[config.mk]
export PLATFORM = sky130hd
export DESIGN_NAME = pipe_rx_decoder_flat
export DESIGN_NICKNAME = d
export VERILOG_FILES = /design/src/rtl/pipe_rx_decoder_pkg.sv /design/src/rtl/pipe_rx_decoder_if.sv /design/src/rtl/pipe_rx_decoder_cmd_out_reg.sv /design/src/rtl/pipe_rx_decoder.sv /design/src/flat_wrapper.sv
export SDC_FILE = /design/constraint.sdc
export NUM_CORES = 1
export LEC_CHECK = 0
export ABC_AREA = 1
export CORE_MARGIN = 3
export CORE_UTILIZATION = 57
export CTS_CLUSTER_DIAMETER = 30
export DETAILED_ROUTE_END_ITERATION = 12
export DONT_BUFFER_PORTS = 1
export PLACE_DENSITY = 0.81
export SYNTH_ARGS = -nofsm -noshare
export SYNTH_HDL_FRONTEND = slang
export SYNTH_SLANG_ARGS = --single-unit
[constraint.sdc]
create_clock -name ti_clk_in -period 1.7 [get_ports ti_clk_in]
set_input_delay 0.085 -clock ti_clk_in [delete_from_list [all_inputs] [get_ports ti_clk_in]]
set_output_delay 0.085 -clock ti_clk_in [all_outputs]
set_load 0.02 [all_outputs]
[src/rtl/pipe_rx_decoder_pkg.sv]
// Shared types and constants for the host pipe-in command decoder.
package pipe_rx_pkg;

  localparam int FRAME_WORDS = 5;
  localparam logic [7:0] SYNC_BYTE_DEF = 8'hA5;

  // One state per word position in the frame.
  typedef enum logic [$clog2(FRAME_WORDS)-1:0] {
    ST_HUNT,
    ST_ADDR,
    ST_DHI,
    ST_DLO,
    ST_CSUM
  } rx_state_e;

endpackage

[src/rtl/pipe_rx_decoder_if.sv]
// Host word stream in, decoded command handshake and status out.
interface pipe_rx_decoder_if;
  logic        pipe_write_in;
  logic [15:0] data_in;
  logic        cmd_ready_in;
  logic        cmd_valid_out;
  logic [3:0]  cmd_chan_out;
  logic [7:0]  cmd_addr_out;
  logic [31:0] cmd_data_out;
  logic [15:0] frame_count_out;
  logic [15:0] err_count_out;
  logic        overflow_out;

  modport master (
    output pipe_write_in, data_in, cmd_ready_in,
    input  cmd_valid_out, cmd_chan_out, cmd_addr_out, cmd_data_out,
    input  frame_count_out, err_count_out, overflow_out
  );

  modport slave (
    input  pipe_write_in, data_in, cmd_ready_in,
    output cmd_valid_out, cmd_chan_out, cmd_addr_out, cmd_data_out,
    output frame_count_out, err_count_out, overflow_out
  );
endinterface

[src/rtl/pipe_rx_decoder_cmd_out_reg.sv]
// One-entry valid/ready command holding register; flags frames that arrive while full.
module cmd_out_reg (
  input  logic        ti_clk_in,
  input  logic        rst_n_in,
  input  logic        load_req,
  input  logic [3:0]  load_chan,
  input  logic [7:0]  load_addr,
  input  logic [31:0] load_data,
  input  logic        ready,
  output logic        valid,
  output logic [3:0]  chan,
  output logic [7:0]  addr,
  output logic [31:0] data,
  output logic        loaded,
  output logic        overflow
);

  logic consume;

  // A slot frees up either when empty or when the held entry leaves this cycle.
  always_comb begin
    consume = valid && ready;
    loaded  = load_req && (!valid || consume);
  end

  always_ff @(posedge ti_clk_in or negedge rst_n_in) begin
    if (!rst_n_in) begin
      valid    <= 1'b0;
      chan     <= '0;
      addr     <= '0;
      data     <= '0;
      overflow <= 1'b0;
    end else begin
      if (loaded) begin
        valid <= 1'b1;
        chan  <= load_chan;
        addr  <= load_addr;
        data  <= load_data;
      end else if (consume) begin
        valid <= 1'b0;
      end
      if (load_req && !loaded) overflow <= 1'b1;
    end
  end

endmodule

[src/rtl/pipe_rx_decoder.sv]
// Decodes 5-word checksummed host frames into single parameter-write commands.
module pipe_rx_decoder
  import pipe_rx_pkg::*;
#(
  parameter int         N_ADC     = 6,
  parameter logic [7:0] SYNC_BYTE = SYNC_BYTE_DEF,
  parameter int         TIMEOUT   = 1024
) (
  input  logic             ti_clk_in,
  input  logic             rst_n_in,
  pipe_rx_decoder_if.slave bus
);

  localparam int          IDLE_W    = $clog2(TIMEOUT + 1);
  localparam logic [IDLE_W-1:0] IDLE_LAST = IDLE_W'(TIMEOUT - 1);
  localparam logic [7:0]  N_ADC_B   = 8'(N_ADC);

  rx_state_e         state, state_nxt;
  logic [15:0]       csum;
  logic [7:0]        hdr_chan;
  logic [7:0]        par_addr;
  logic              w1_bad;
  logic [15:0]       dat_hi, dat_lo;
  logic [IDLE_W-1:0] idle_cnt;
  logic [15:0]       frame_cnt, err_cnt;

  logic strobe, sync_ok, frame_ok;
  logic good_evt, err_evt, timeout_evt;
  logic cmd_loaded;

  function automatic logic [15:0] sat_inc16(input logic [15:0] v);
    return (v == 16'hFFFF) ? v : v + 16'd1;
  endfunction

  always_comb begin
    strobe      = bus.pipe_write_in;
    sync_ok     = (bus.data_in[15:8] == SYNC_BYTE);
    frame_ok    = (bus.data_in == csum) && (hdr_chan < N_ADC_B) && !w1_bad;
    state_nxt   = state;
    good_evt    = 1'b0;
    err_evt     = 1'b0;
    timeout_evt = 1'b0;
    if (strobe) begin
      case (state)
        ST_HUNT: if (sync_ok) state_nxt = ST_ADDR;
                 else         err_evt   = 1'b1;
        ST_ADDR: state_nxt = ST_DHI;
        ST_DHI:  state_nxt = ST_DLO;
        ST_DLO:  state_nxt = ST_CSUM;
        ST_CSUM: begin
          state_nxt = ST_HUNT;
          good_evt  = frame_ok;
          err_evt   = !frame_ok;
        end
        default: state_nxt = ST_HUNT;
      endcase
    end else if (state != ST_HUNT && idle_cnt == IDLE_LAST) begin
      // Host stalled mid-frame: abandon the partial frame.
      timeout_evt = 1'b1;
      err_evt     = 1'b1;
      state_nxt   = ST_HUNT;
    end
  end

  always_ff @(posedge ti_clk_in or negedge rst_n_in) begin
    if (!rst_n_in) state <= ST_HUNT;
    else           state <= state_nxt;
  end

  // Frame capture: running XOR plus field registers, one word per strobe.
  always_ff @(posedge ti_clk_in or negedge rst_n_in) begin
    if (!rst_n_in) begin
      csum     <= '0;
      hdr_chan <= '0;
      par_addr <= '0;
      w1_bad   <= 1'b0;
      dat_hi   <= '0;
      dat_lo   <= '0;
    end else if (state == ST_HUNT) begin
      csum     <= (strobe && sync_ok) ? bus.data_in : 16'h0000;
      hdr_chan <= bus.data_in[7:0];
    end else if (strobe) begin
      csum <= csum ^ bus.data_in;
      case (state)
        ST_ADDR: begin
          par_addr <= bus.data_in[7:0];
          w1_bad   <= |bus.data_in[15:8];
        end
        ST_DHI:  dat_hi <= bus.data_in;
        ST_DLO:  dat_lo <= bus.data_in;
        default: ;
      endcase
    end
  end

  always_ff @(posedge ti_clk_in or negedge rst_n_in) begin
    if (!rst_n_in) begin
      idle_cnt  <= '0;
      frame_cnt <= '0;
      err_cnt   <= '0;
    end else begin
      if (strobe || state == ST_HUNT || timeout_evt) idle_cnt <= '0;
      else                                           idle_cnt <= idle_cnt + 1'b1;
      if (cmd_loaded) frame_cnt <= sat_inc16(frame_cnt);
      if (err_evt)    err_cnt   <= sat_inc16(err_cnt);
    end
  end

  cmd_out_reg u_cmd_out_reg (
    .ti_clk_in (ti_clk_in),
    .rst_n_in  (rst_n_in),
    .load_req  (good_evt),
    .load_chan (hdr_chan[3:0]),
    .load_addr (par_addr),
    .load_data ({dat_hi, dat_lo}),
    .ready     (bus.cmd_ready_in),
    .valid     (bus.cmd_valid_out),
    .chan      (bus.cmd_chan_out),
    .addr      (bus.cmd_addr_out),
    .data      (bus.cmd_data_out),
    .loaded    (cmd_loaded),
    .overflow  (bus.overflow_out)
  );

  assign bus.frame_count_out = frame_cnt;
  assign bus.err_count_out   = err_cnt;

endmodule

[src/flat_wrapper.sv]
// flat-port wrapper written by rule: the top's interface ports become plain ports
module pipe_rx_decoder_flat import pipe_rx_pkg::*;
#(
  parameter int         N_ADC     = 6,
  parameter logic [7:0] SYNC_BYTE = SYNC_BYTE_DEF,
  parameter int         TIMEOUT   = 1024
)
  (ti_clk_in, rst_n_in, bus_pipe_write_in, bus_data_in, bus_cmd_ready_in, bus_cmd_valid_out, bus_cmd_chan_out, bus_cmd_addr_out, bus_cmd_data_out, bus_frame_count_out, bus_err_count_out, bus_overflow_out);
  pipe_rx_decoder_if bus_i ();
  input  logic ti_clk_in;
  input  logic rst_n_in;
  input wire logic [$bits(bus_i.pipe_write_in)-1:0] bus_pipe_write_in;
  input wire logic [$bits(bus_i.data_in)-1:0] bus_data_in;
  input wire logic [$bits(bus_i.cmd_ready_in)-1:0] bus_cmd_ready_in;
  output wire logic [$bits(bus_i.cmd_valid_out)-1:0] bus_cmd_valid_out;
  output wire logic [$bits(bus_i.cmd_chan_out)-1:0] bus_cmd_chan_out;
  output wire logic [$bits(bus_i.cmd_addr_out)-1:0] bus_cmd_addr_out;
  output wire logic [$bits(bus_i.cmd_data_out)-1:0] bus_cmd_data_out;
  output wire logic [$bits(bus_i.frame_count_out)-1:0] bus_frame_count_out;
  output wire logic [$bits(bus_i.err_count_out)-1:0] bus_err_count_out;
  output wire logic [$bits(bus_i.overflow_out)-1:0] bus_overflow_out;
  assign bus_i.pipe_write_in = bus_pipe_write_in;
  assign bus_i.data_in = bus_data_in;
  assign bus_i.cmd_ready_in = bus_cmd_ready_in;
  assign bus_cmd_valid_out = bus_i.cmd_valid_out;
  assign bus_cmd_chan_out = bus_i.cmd_chan_out;
  assign bus_cmd_addr_out = bus_i.cmd_addr_out;
  assign bus_cmd_data_out = bus_i.cmd_data_out;
  assign bus_frame_count_out = bus_i.frame_count_out;
  assign bus_err_count_out = bus_i.err_count_out;
  assign bus_overflow_out = bus_i.overflow_out;
  pipe_rx_decoder #(.N_ADC(N_ADC), .SYNC_BYTE(SYNC_BYTE), .TIMEOUT(TIMEOUT)) u_core (.ti_clk_in(ti_clk_in), .rst_n_in(rst_n_in), .bus(bus_i));
endmodule
==> out/metrics.csv <==
metric,value,unit
synthSimpleGateAreaFrac,26.7,%
hpwl,11300,um
power_frac_clock,31.5,%
ios,98,
max-vdd-ir-drop,0.883,mV
critical_path_class,flop to flop,
reg2reg_slack,-0.11,ns
syn_area_per_cell,8.45,sq um
grt_overflow,0,
end_kind,flop,
instances_no_fill,1125,
vias,6367,
wl_per_cell,17.2,um
finalHoldViolCount,157,
setup_ws,-0.108,ns
syn2layout_area_growth,28.7,%
finalCritPeriodShare,106,%
async_reset_ff_share,100,%
grt_max_degree,158,
final_util,75.4,%
yosysWarnings,0,
max_freq,553,MHz
power,12.3,mW
clock_skew,0.0119,ns
grt_pass1_wl,29500,um
clock-root-buffer,clkbuf_16,
rsz0062_at_grt,yes,
antenna_found_initial,0,
p_switching,4.11,mW
diodes,0,
worstSetupStartpointType,flop,
syn_nets,860,
yosysTopAreaCell,dfrtp_1,
cts-htree-levels,4,
wirelength,19300,um
drtIter0Drc,753,
crit_required,2.01,ns
synth_xor_area_share,4.09,%
layout-drive-gt1-share,21.1,%
ys_types,35,
status,finished with violations,
numCtsBuffers,17,
arrival,2.12,ns
ys_seq_area_share,55.6,%
synth_seq_cells,157,
path_max_fanout,7,
core.rowCount,40,
relSlewSlack,68.0,%
via_per_inst,5.66,
start_util,58.6,%
synth_top_family_by_area,simple AND/OR/NAND/NOR gates,
switching_share,33.4,%
fillerInstances,768,
combinationalPowerShare,26.7,%
netlist_top_cells_count,"nand2_1 (314), dfrtp_1 (157), o21ai_0 (69)",
yosysMostFrequentCell,nand2_1,
yosysTopAreaCellShare,55.6,%
muxShareOfSynthArea,0,%
cts_tree,built,
dp.cells,1055,
synth_edf_count,0,
power_density,1350,nW/um^2
seq_power_share,41.8,%
synth_adder_area_share,0.531,%
setup.worst_path.start,u_core.idle_cnt[1],
tightest_slew,0.479,ns
reg2reg_depth,12,
gp_congestion,0.905,
synth_compound_area_share,7.24,%
intPower,8.19,mW
drt-pass1-iter-count,8,
period_needed,1.81,ns
ant_nets,0,
clk_latency,0.43,ns
failed_checks,"hold timing, setup timing",
finalMaxSlewViolations,0,
syn_area,7070,sq um
drc,0,
r2r-start,u_core.idle_cnt[1],
die_area,13800,sq um
fin_nets,967,
syn_inst,837,
io_buffers,0,
maxCapViolations,0,
hold_ws,-0.649,ns
worstReg2RegEnd,u_core.bus.err_count_out[7],
min_path_type,primary input to asynchronous set/reset pin,
cts_num_sinks,157,
ys_top_cells_by_area,"dfrtp_1 (56%), nand2_1 (17%), o21ai_0 (4.9%)",
setup_viol,74,
coreArea,12100,sq um
grt_usage,26.6,%
die_x,117,um
die_h,117,um
synth-main-ff-cell,dfrtp_1,
p_leak,4.53,nW
clk_path_buf_depth,2,
grt_pass1_vias,5898,
path_clk_slew,0.06,ns
-- repair_timing --
| item | CTS | global route |
|---|---|---|
| buffers inserted | 0 | 10 |
| pin swaps | 3 | 24 |
| endpoints found under the setup margin | 73 | 94 |
| gates resized for setup | 13 | 55 |
| hold buffers | 22 | 1 |
| gates cloned | 1 | 4 |
| hold endpoints to repair | 216 | 160 |
-- state kept, by name, summed over array words and instances, names as in the netlist --
signal / count
u_core.u_cmd_out_reg.chan: 4
u_core.csum: 16
u_core.dat_lo: 16
u_core.dat_hi: 16
u_core.state: 3
u_core.u_cmd_out_reg.valid: 1
u_core.hdr_chan: 8
u_core.bus.err_count_out: 16
u_core.bus.frame_count_out: 16
u_core.idle_cnt: 11
u_core.par_addr: 8
u_core.u_cmd_out_reg.data: 32
u_core.w1_bad: 1
u_core.u_cmd_out_reg.addr: 8
u_core.u_cmd_out_reg.overflow: 1
-- worst max-delay path by stage --
stage,end,slack (ns),cells past startpoint
floorplan,u_core.bus.frame_count_out[1],0.006,9
global placement,u_core.bus.err_count_out[11],-0.002,12
detailed placement,u_core.u_cmd_out_reg.addr[3],-0.06,12
CTS,u_core.bus.err_count_out[12],-0.03,13
global route,u_core.bus.err_count_out[7],-0.23,12
finish,u_core.bus.err_count_out[7],-0.11,12
-- final cells by class --
type | count | area, sq um | area share [%]
sequential | 157 | 3930 | 43.2
multi-input combinational | 583 | 2980 | 32.8
inverter | 69 | 262 | 2.87
clock inverter | 13 | 155 | 1.71
tap | 168 | 210 | 2.31
clock buffer | 19 | 443 | 4.87
timing repair buffer | 116 | 1110 | 12.2
-- layer usage --
metal / GRT usage [%] / vias to the layer above / wire length (um)
li1: - / 2902 / -
met1: 34.9 / 3064 / 7740
met2: 42.4 / 333 / 9390
met3: 7.86 / 68 / 1550
met4: 9.90 / 0 / 635
met5: 0 / - / 0
-- layout by cell type, fill, tap and decap left out, types with 3 or more instances in the layout --
cell and instances:
nor2_2 11, nor2_1 33, o21ai_0 65, dfrtp_2 4, xnor2_1 11, nand3_4 4, o21ai_1 3, nand4_1 21
nand2_2 20, buf_12 8, nand2_1 292, nand2_4 4, xor2_1 17, nor2_4 5, inv_6 3, clkinv_4 3
a22oi_1 5, buf_4 78, inv_2 13, xnor2_2 5, dlygate4sd3_1 23, nor3_1 18, o22ai_1 3, dfrtp_1 153
a21oi_1 6, inv_1 55, clkbuf_16 21, nand3_1 34, a211oi_1 3
-- per-stage QoR --
stage	hold WS (ns)	instance area [sq um]	setup WS, ns	TNS (ns)
after floorplan	-0.211	7110	0.00633	0
after global placement	-0.208	7860	-0.00220	-0.00220
after detailed placement	-0.208	7860	-0.0551	-1.54
after CTS	-0.665	8740	-0.0291	-0.186
after global routing	-0.669	9100	-0.235	-13.56
final	-0.649	9100	-0.108	-4.76
-- kinds of logic (layout without fill, tap and decap cells) --
group	after synthesis	in the layout
xor+xnor	33	33
flops	157	157
fa+ha+maj	3	3
compound gates	94	94
buf+inv	98	217
simple gates	452	453
-- critical path: stages (launching register included) --
cell     delay (ns)
dfrtp_1        0.35
ha_2           0.19
nand2_2        0.06
inv_2          0.08
nand3_4        0.08
nor2_4         0.16
nand3_4        0.09
nor2_4         0.12
nand2_2        0.07
nand2_4        0.14
nand3_4        0.18
nand2_2        0.10
nand2_1        0.06
-- power by group through the flow --
stage                     Clock [mW]  Sequential [mW]  Combinational [mW]
final                           3.87             5.14                3.28
after global routing            4.08             5.21                3.62
after CTS                       3.89             5.09                2.99
after detailed placement           0             5.11                2.80
after global placement             0             5.07                2.68
after floorplan                    0             5.11                1.73
(Power assumes the default switching activity.)
